===== src/rtl/ic_trace_fifo.sv =====
// Timestamped debug-event capture into a first-word-fall-through FIFO; capture-to-visible latency 1 cycle.
// Never backpressures the producer: events arriving while full (and not popping) are dropped and counted.
module ic_trace_fifo #(
    parameter int DATA_W = 32,
    parameter int TAG_W  = 16,
    parameter int TS_W   = 32,
    parameter int DEPTH  = 16,
    parameter int LOST_W = 8,
    parameter int DROP_W = 16
) (
    input  logic                     clk,
    input  logic                     rst_n,
    input  logic                     clear,
    input  logic                     ev_valid,
    input  logic [TAG_W-1:0]         ev_tag,
    input  logic [1:0]               ev_fmt,
    input  logic [DATA_W-1:0]        ev_data,
    output logic                     out_valid,
    input  logic                     out_ready,
    output logic [TS_W-1:0]          out_ts,
    output logic [TAG_W-1:0]         out_tag,
    output logic [1:0]               out_fmt,
    output logic [DATA_W-1:0]        out_data,
    output logic [LOST_W-1:0]        out_lost,
    output logic                     full,
    output logic                     empty,
    output logic [$clog2(DEPTH):0]   level,
    output logic [DROP_W-1:0]        drop_cnt
);

    localparam int AW = $clog2(DEPTH);
    localparam int LW = AW + 1;

    typedef struct packed {
        logic [TS_W-1:0]   ts;
        logic [TAG_W-1:0]  tag;
        logic [1:0]        fmt;
        logic [DATA_W-1:0] data;
        logic [LOST_W-1:0] lost;
    } entry_t;

    entry_t            mem [DEPTH];
    entry_t            head;
    logic [TS_W-1:0]   ts;
    logic [AW-1:0]     wr_ptr;
    logic [AW-1:0]     rd_ptr;
    logic [LW-1:0]     level_q;
    logic [LW-1:0]     level_nxt;
    logic              full_q;
    logic              empty_q;
    logic [LOST_W-1:0] pend_lost;
    logic [DROP_W-1:0] drop_q;
    logic              pop;
    logic              push;
    logic              drop;

    // Push is allowed into a full FIFO when the head leaves in the same cycle.
    always_comb begin
        pop       = ~empty_q & out_ready;
        push      = ev_valid & (~full_q | pop);
        drop      = ev_valid & full_q & ~pop;
        level_nxt = level_q;
        if (push && !pop) begin
            level_nxt = level_q + 1'b1;
        end else if (pop && !push) begin
            level_nxt = level_q - 1'b1;
        end
    end

    always_ff @(posedge clk or negedge rst_n) begin
        if (!rst_n) begin
            ts        <= '0;
            wr_ptr    <= '0;
            rd_ptr    <= '0;
            level_q   <= '0;
            full_q    <= 1'b0;
            empty_q   <= 1'b1;
            pend_lost <= '0;
            drop_q    <= '0;
        end else begin
            ts <= ts + 1'b1;
            if (clear) begin
                wr_ptr    <= '0;
                rd_ptr    <= '0;
                level_q   <= '0;
                full_q    <= 1'b0;
                empty_q   <= 1'b1;
                pend_lost <= '0;
                drop_q    <= '0;
            end else begin
                if (push) begin
                    wr_ptr <= wr_ptr + 1'b1;
                end
                if (pop) begin
                    rd_ptr <= rd_ptr + 1'b1;
                end
                level_q <= level_nxt;
                full_q  <= (level_nxt == LW'(DEPTH));
                empty_q <= (level_nxt == '0);
                if (push) begin
                    pend_lost <= '0;
                end else if (drop && pend_lost != '1) begin
                    pend_lost <= pend_lost + 1'b1;
                end
                if (drop && drop_q != '1) begin
                    drop_q <= drop_q + 1'b1;
                end
            end
        end
    end

    // Storage has no reset; the head mux below hides stale contents while empty.
    always_ff @(posedge clk) begin
        if (push && !clear) begin
            mem[wr_ptr] <= {ts, ev_tag, ev_fmt, ev_data, pend_lost};
        end
    end

    always_comb begin
        head = '0;
        if (!empty_q) begin
            head = mem[rd_ptr];
        end
    end

    assign out_valid = ~empty_q;
    assign out_ts    = head.ts;
    assign out_tag   = head.tag;
    assign out_fmt   = head.fmt;
    assign out_data  = head.data;
    assign out_lost  = head.lost;
    assign full      = full_q;
    assign empty     = empty_q;
    assign level     = level_q;
    assign drop_cnt  = drop_q;

endmodule


===== config.mk =====
export PLATFORM = sky130hd
export DESIGN_NAME = ic_trace_fifo
export DESIGN_NICKNAME = d
export VERILOG_FILES = /design/src/rtl/ic_trace_fifo.sv
export SDC_FILE = /design/constraint.sdc
export NUM_CORES = 1
export LEC_CHECK = 0
export ABC_CLOCK_PERIOD_IN_PS = 10000
export BUFFER_PORTS_ARGS = -buffer_cell sky130_fd_sc_hd__buf_4
export CAP_MARGIN = 20
export CORE_ASPECT_RATIO = 2
export CORE_MARGIN = 4
export CORE_UTILIZATION = 50
export CTS_CLUSTER_DIAMETER = 40
export CTS_CLUSTER_SIZE = 20
export DETAILED_ROUTE_END_ITERATION = 7
export PLACE_DENSITY = 0.66
export SYNTH_ARGS = -nofsm -noshare
export SYNTH_HDL_FRONTEND = slang
export SYNTH_SLANG_ARGS = --single-unit

===== constraint.sdc =====
create_clock -name clk -period 10 [get_ports clk]
set_clock_uncertainty 0.2 [all_clocks]
set_input_delay 1 -clock clk [delete_from_list [all_inputs] [get_ports clk]]
set_output_delay 1 -clock clk [all_outputs]
set_load 0.03 [all_outputs]

* Word level (Yosys, flattened, before mapping)
Memories as Yosys holds them, arrays and structs flattened. Index checks and enable logic that the tools add are counted.
Operators by class: reductions and logical operators 13, bitwise operators 8, $add $sub $neg 7, equality and inequality tests 3, mux-type cells 17
Operators by type and width (number):
- $mux W90 | 1
- $add A32 B1 Y32 const B | 1
- $mux W16 | 2
- $mux W8 | 3
- $add A16 B1 Y16 const B | 1
- $mux W4 | 4
- $ne A16 B16 Y1 const B | 1
- $mux W5 | 3
- $add A4 B1 Y4 const B | 2
- $add A8 B1 Y8 const B | 1
- $ne A8 B8 Y1 const B | 1
- $reduce_bool A2 Y1 | 3
- $add A5 B1 Y5 const B | 1
- $eq A5 B5 Y1 const B | 1
- $logic_and A1 B1 Y1 | 5
- $logic_not A5 Y1 | 1
- $sub A5 B1 Y5 const B | 1
- $and A1 B1 Y1 | 4
- $mux W1 | 4
- $logic_not A1 Y1 | 3
- $not A1 Y1 | 3
- $reduce_bool A3 Y1 | 1
- $or A1 B1 Y1 | 1
Word-level totals: register bits 71, logic and storage cells 57, output and inout bits 114, memories 1, bits in writable memories 1440, input port bits 55
Memory list:
- mem | depth 16, bits a word 90, read ports 1, clocked after Yosys merged registers in 0, wr ports 1, line 42 | entry_t mem [DEPTH];

* Depth between registers and ports, before layout
Gate-level depths: netlist of the first run.
depth after elaboration 10, gate-level depth with buffers 7, gate-level depth less buffers 7

* Least setup slack after synthesis of the first run
OpenSTA, ideal clock, no wires.
path kind input-to-reg, from input out_ready, to memory mem[0][0] in the netlist's numbering (enable), cell stages on the path 5, path slack 1.301 ns, arrival time 7.850 ns, library setup time 0.650 ns, required time 9.150 ns, cell sequence nor2b_1 > o21ai_1 > nor2_1 > nand2_1 > nor3_1
Between the ends: cells in the longest elaborated chain, start to end 6
Ends and longest elaborated chain:
- from (decl) | line 19 | input logic out_ready,
- $and A1 B1 Y1 | line 59 | pop = ~empty_q & out_ready;
- $or A1 B1 Y1 | line 60 | push = ev_valid & (~full_q | pop);
- $and A1 B1 Y1 | line 60
- $logic_and A1 B1 Y1 | line 114 | if (push && !clear) begin
- $mux W1 | line 114
- $mux W1 (not written as such) | line 115 | mem[wr_ptr] <= {ts, ev_tag, ev_fmt, ev_data, pend_lost};
- to (decl) | line 42
No other way between the ends.

* Worst setup path in the final report of the first run
from register rd_ptr[0], to output out_ts[12]
Between the ends: cells in the longest elaborated chain, start to end 2
Ends and longest elaborated chain:
- from (decl) | line 46 | logic [AW-1:0] rd_ptr;
- from (signal assigned) | line 95 | rd_ptr <= rd_ptr + 1'b1;
- $mem_v2 Z16 W90
- $mux W90 | line 121 | if (!empty_q) begin
- to (decl) | line 20 | output logic [TS_W-1:0] out_ts,
No other way between the ends.

==> reports/metrics.cfg, run 1 <==
[synth]
yosys.area.top_type = edfxtp_1
async_flop_share = 0.0470
ys_warn_count = 0
syn_inst = 2459
ys.flop_type = edfxtp_1
synth.ff_latch_count = 1511
seq_area_frac_synth = 0.775
synth.distinct_cells = 49
syn-num-nets = 2524
yosysTopAreaCellShare = 0.744
synth.cell_area_mm2 = 0.0581
syn_avg_cell_area_um2 = 23.6
yosys-top-cells-area = edfxtp_1 (74%), mux4_2 (17%), dfrtp_1 (3.0%)
synth_edf_count = 1440

[layout]
final_common_cell = edfxtp_1
nFillCells = 8227
finalInstanceArea_mm2 = 0.0654
fin_nets = 2747
mostFrequentLayoutCells = edfxtp_1 (1440), mux4_2 (450), buf_4 (215)
area_growth_pct = 12.6
layout-drive-gt1-share = 0.324

[global_route]
antenna_found_initial = 6
grt_max_degree = 157
grt_usage = 0.214
grt_pass1_vias = 28286
gr-total-overflow = 0
grt_pass1_wl_um = 193000

[power]
p_leak_nw = 20.6
peakVddDrop_uv = 204
p_per_area_mw_per_mm2 = 202

[critical_path]
cp-end-kind = primary output
cp_max_fo = 97
required_ps = 8800
cp.arrival_ps = 4760
critPathKind = flip-flop to primary output
startpoint = rd_ptr[0]$_DFFE_PN0P_
r2r_start = empty$_DFF_PN1_
cp-start-kind = flip-flop

[clock_tree]
tritoncts = done
clockBufferDepth = 3
post_cts_resized = 0
cts_inserted_buffers = 114
clkSlewWorstSetupHoldPaths_ps = 80
cts_htree_levels = 3
clk_latency_ps = 740
cts-root-buf = clkbuf_16
clock_sinks = 1511

[run_status]
status = complete, no violations

[timing]
slew_viol_final = 0
finalWorstSetupSlack_ps = 4040
worstMarginPinSlew_ps = 1130
setup_violations = 0
relSlewSlack = 0.242
max_freq_mhz = 168
finalSetupTns_ps = 0
hold_viol_final = 0
grt_setup_unrepaired = no
min_period_ps = 5960
timing.final.crit_share = 0.596

[place]
dpl-instance-area_mm2 = 0.0613
dp.final_hpwl_um = 64700
dp_slack_ps = 4710
gp_congestion = 0.751
io_buffers = 168

[floorplanning]
die_h_um = 490
initial_utilization = 0.505
ios = 169
die_w_um = 249
dieArea_mm2 = 0.122
core_mm2 = 0.115
row_count = 176

[routing]
vias_per_cell = 6.15
drc = 0
vias = 26439
initialDrtViolationCount = 2467
wl_um = 130000
dr.pass1.iters = 7
wire_per_inst_um = 30.2
drtAntennaViolNets = 0

[hold_path]
hp-start = ev_data[28]
hp-class = input pin to flip-flop

[run]
max_cap_violations = 0

-- routing by layer --
layer / up-vias / track usage / wire (um) / share of wire
li1: 10835 / - / - / -
met4: 0 / 0.0533 / 2480 / 0.019
met1: 14462 / 0.288 / 50600 / 0.39
met5: - / 0 / 0 / 0
met2: 994 / 0.375 / 69000 / 0.53
met3: 148 / 0.0277 / 7790 / 0.060
-- cell type report --
class / instances / area, um2 / share of cell area
antenna: 5 / 12.5 / 0.000191
clock buffer: 128 / 2960 / 0.0452
clock inverter: 88 / 1160 / 0.0177
inverter: 20 / 78.8 / 0.00120
multi-input combinational: 811 / 12500 / 0.191
sequential: 1511 / 45000 / 0.688
tap: 1513 / 1890 / 0.0289
timing repair buffer: 224 / 1810 / 0.0276
-- synth_stat cells (6+ instances only) --
cell type	number
nand3_1	26
a21oi_1	10
nor2_1	52
buf_1	10
buf_2	25
nor3_1	15
and2_1	96
nand2_1	26
dfrtp_1	70
and3_1	6
ha_1	10
mux4_2	450
xor2_1	17
inv_1	17
nor4_1	7
xnor2_1	35
nand4_1	13
clkbuf_1	62
buf_6	20
edfxtp_1	1440
-- registers in the layout, indices dropped and copies added (netlist names) --
| name | cells |
|---|---|
| mem | 1440 |
| ts | 32 |
| drop_cnt | 16 |
| pend_lost | 8 |
| level | 5 |
| rd_ptr | 4 |
| wr_ptr | 4 |
| empty | 1 |
| full | 1 |
-- final timing paths --
| check | endpoint | slack (ps) | cells after the start |
|---|---|---|---|
| worst min-delay path | mem[13][36]$_DFFE_PP_ | 350 | 1 |
| worst max-delay path | out_ts[12] | 4040 | 6 |
| worst min register to register | drop_cnt[14]$_DFFE_PN0P_ | 400 | 2 |
| worst max register to register | mem[15][46]$_DFFE_PP_ | 5950 | 7 |
| min in group asynchronous | ts[21]$_DFF_PN0_ | 420 | 2 |
| max in group asynchronous | rd_ptr[1]$_DFFE_PN0P_ | 7940 | 3 |
-- repair_timing --
item                      in CTS  in global routing
hold endpoints to repair       8                  0
hold buffers                   1                  0
setup buffers                  0                  0
-- logic make-up after synthesis --
| family | count (synthesis) | share of synthesized area |
|---|---|---|
| fa+ha+maj | 10 | 0.00215 |
| compound gates | 32 | 0.00366 |
| flops | 1511 | 0.775 |
| xor+xnor | 52 | 0.00784 |
| buf+inv | 137 | 0.0120 |
| mux | 453 | 0.175 |
| simple gates | 264 | 0.0246 |
-- critical path, stage by stage, from the launching register on --
cell and delay [ps]:
dfrtp_4 1020, buf_12 560, buf_12 600, mux4_2 600, mux4_2 480, and2_1 240
buf_4 200
-- per-stage QoR --
step | utilization | power (mW) | cells | hold WS, ps
2_1_floorplan | - | 8.03 | 2459 | 356
3_3_place_gp | 0.532 | 8.42 | 4075 | 341
3_5_place_dp | 0.532 | 8.45 | 4077 | 385
4_1_cts | 0.568 | 13.3 | 4294 | 293
5_1_grt | 0.568 | 13.7 | 4296 | 332
6_report | 0.568 | 13.2 | 4300 | 353
-- power breakdown --
part	switching (mW)	total [mW]	internal [mW]
clock network	2.36	4.93	2.58
registers	0.0476	6.98	6.93
logic	0.713	1.30	0.585
total	3.12	13.2	10.1
Note: power is estimated with default switching activity, not from simulation.
==> run 2: changes to the inputs <==
--- a/config.mk
+++ b/config.mk
@@ -5,7 +5,7 @@
 export SDC_FILE = /design/constraint.sdc
 export NUM_CORES = 1
 export LEC_CHECK = 0
-export ABC_CLOCK_PERIOD_IN_PS = 10000
+export ABC_CLOCK_PERIOD_IN_PS = 4900
 export BUFFER_PORTS_ARGS = -buffer_cell sky130_fd_sc_hd__buf_4
 export CAP_MARGIN = 20
 export CORE_ASPECT_RATIO = 2
@@ -14,7 +14,7 @@
 export CTS_CLUSTER_DIAMETER = 40
 export CTS_CLUSTER_SIZE = 20
 export DETAILED_ROUTE_END_ITERATION = 7
-export PLACE_DENSITY = 0.66
+export PLACE_DENSITY = 0.69
 export SYNTH_ARGS = -nofsm -noshare
 export SYNTH_HDL_FRONTEND = slang
 export SYNTH_SLANG_ARGS = --single-unit
==> constraint.sdc (replaced) <==
create_clock -name clk -period 4.9 [get_ports clk]
set_clock_uncertainty 0.2 [all_clocks]
set_input_delay 0.49 -clock clk [delete_from_list [all_inputs] [get_ports clk]]
set_output_delay 0.49 -clock clk [all_outputs]
set_load 0.03 [all_outputs]
==> run 2 against run 1 <==
Effect of this change: cell count up 1.2%; via count is 0.60% higher; critical endpoint is now out_ts[24]; worst setup slack got worse by 3400 ps; largest power group unchanged; sequential share of layout area fell by 0.74 points; wire length is 0.60% lower; power rose by 100%; global-route usage about the same; sequential cell count is the same.
==> reports/metrics.cfg, run 2 (synthesis gave the netlist of run 1 again) <==
[floorplanning]
die_h_um = 490
row_count = 176
die_w_um = 249
dieArea_mm2 = 0.122
ios = 169
core_mm2 = 0.115
initial_utilization = 0.505

[clock_tree]
cts-root-buf = clkbuf_16
clkSlewWorstSetupHoldPaths_ps = 80
clock_sinks = 1511
post_cts_resized = 0
cts_htree_levels = 3
tritoncts = done
clockBufferDepth = 3
cts_inserted_buffers = 113
clk_latency_ps = 720

[global_route]
grt_max_degree = 100
grt_pass1_vias = 28559
antenna_found_initial = 4
gr-total-overflow = 0
grt_pass1_wl_um = 193000
grt_usage = 0.213

[place]
gp_congestion = 0.739
dp.final_hpwl_um = 65500
io_buffers = 168
dp_slack_ps = 1320

[layout]
area_growth_pct = 13.9
fin_nets = 2805
largest_reg_flops = 1440
largest_register = mem
layout-drive-gt1-share = 0.320
mostFrequentLayoutCells = edfxtp_1 (1440), mux4_2 (450), buf_4 (192)
fin_util = 0.574
final_common_cell = edfxtp_1

[timing]
setup_violations = 0
grt_setup_unrepaired = no
worstMarginPinSlew_ps = 1040
finalSetupTns_ps = 0
finalWorstSetupSlack_ps = 634
max_freq_mhz = 234
slew_viol_final = 0
relSlewSlack = 0.303
min_period_ps = 4270
hold_viol_final = 0
timing.final.crit_share = 0.871

[run]
max_cap_violations = 0

[critical_path]
crit_chain = buf_4 > mux4_2 > mux4_2 > and2_1 > buf_4
critPathKind = flip-flop to primary output
cpMaxStageDelayCell = dfrtp_4
cp.arrival_ps = 3580
cp-end-kind = primary output
cp-start-kind = flip-flop
slowest_delay_ps = 730
cp_max_fo = 30
required_ps = 4210

[routing]
wire_per_inst_um = 29.6
drc = 0
drtAntennaViolNets = 0
wl_um = 129000
vias_per_cell = 6.11
initialDrtViolationCount = 2656
dr.pass1.iters = 5
vias = 26598

[power]
p_leak_nw = 20.8
design_power_total_mw = 26.6
p_per_area_mw_per_mm2 = 402
peakVddDrop_uv = 540

[hold_path]
hp-class = input pin to asynchronous set/reset pin

[run_status]
status = complete, no violations

==> run 2: cell count changes in the layout (fill, tap and decap cells not counted), moves of 5 or more <==
| cell | change |
|---|---|
| inv_6 | +5 |
| buf_4 | -23 |
| dlygate4sd3_1 | +51 |
| clkinv_2 | +5 |
| buf_12 | +34 |
| bufinv_16 | -6 |
==> run 2: final cells by class <==
cell class	instances	area, um2
repair buffers	283	2740
well taps	1513	1890
clock inverters	87	962
clock buffers	123	2910
flip-flops and latches	1511	45000
fillers	8138	49000
diodes	4	10.0
multi-input cells	811	12500
inverters	20	78.8
==> run 2: layer usage <==
metal / wire, um / share of wire / global-route usage / up-vias
met5: 13 / 0.00010 / 0 / -
met4: 2330 / 0.018 / 0.0494 / 2
met3: 7630 / 0.059 / 0.0284 / 155
met2: 68700 / 0.53 / 0.372 / 939
met1: 50300 / 0.39 / 0.292 / 14552
li1: - / - / - / 10950
==> run 2: power by group <==
group,switching [mW],internal (mW),total [mW]
Combinational,1.49,1.25,2.74
Clock,4.74,4.87,9.61
Sequential,0.0725,14.1,14.2
Total,6.30,20.3,26.6
==> run 2: critical path: cells and delay by family (launching register included) <==
| family | cells | cell delay [ps] |
|---|---|---|
| muxes | 2 | 1110 |
| and+or+nand+nor | 1 | 190 |
| buffers and inverters | 2 | 780 |
| DFF | 1 | 730 |
==> run 2: path summary, 6_finish.rpt <==
| path | end | slack [ps] | cells after the start | startpoint |
|---|---|---|---|---|
| setup / recovery | out_ts[24] | 630 | 5 | rd_ptr[0]$_DFFE_PN0P_ |
| hold / removal | ts[16]$_DFF_PN0_ | 60 | 3 | rst_n |
| setup reg to reg | mem[2][54]$_DFFE_PP_ | 1680 | 6 | empty$_DFF_PN1_ |
| hold reg to reg | drop_cnt[7]$_DFFE_PN0P_ | 370 | 1 | drop_cnt[7]$_DFFE_PN0P_ |
| max in group asynchronous | rd_ptr[0]$_DFFE_PN0P_ | 3670 | 3 | rst_n |
| min in group clk | rd_ptr[1]$_DFFE_PN0P_ | 80 | 4 | out_ready |
==> run 2: through the flow <==
step | std cells | area [um2] | hold WS (ps)
after floorplan | 2459 | 58100 | -5.59
after global placement | 4084 | 61700 | 229
after detailed placement | 4085 | 61700 | 237
after CTS | 4348 | 66200 | 20.8
after global routing | 4349 | 66200 | 46.4
final | 4352 | 66200 | 64.5
==> run 2: what timing repair did <==
item / 4_1_cts / 5_1_grt
setup buffers: 0 / 0
hold buffers: 53 / 0
endpoints found under the hold margin: 850 / 0
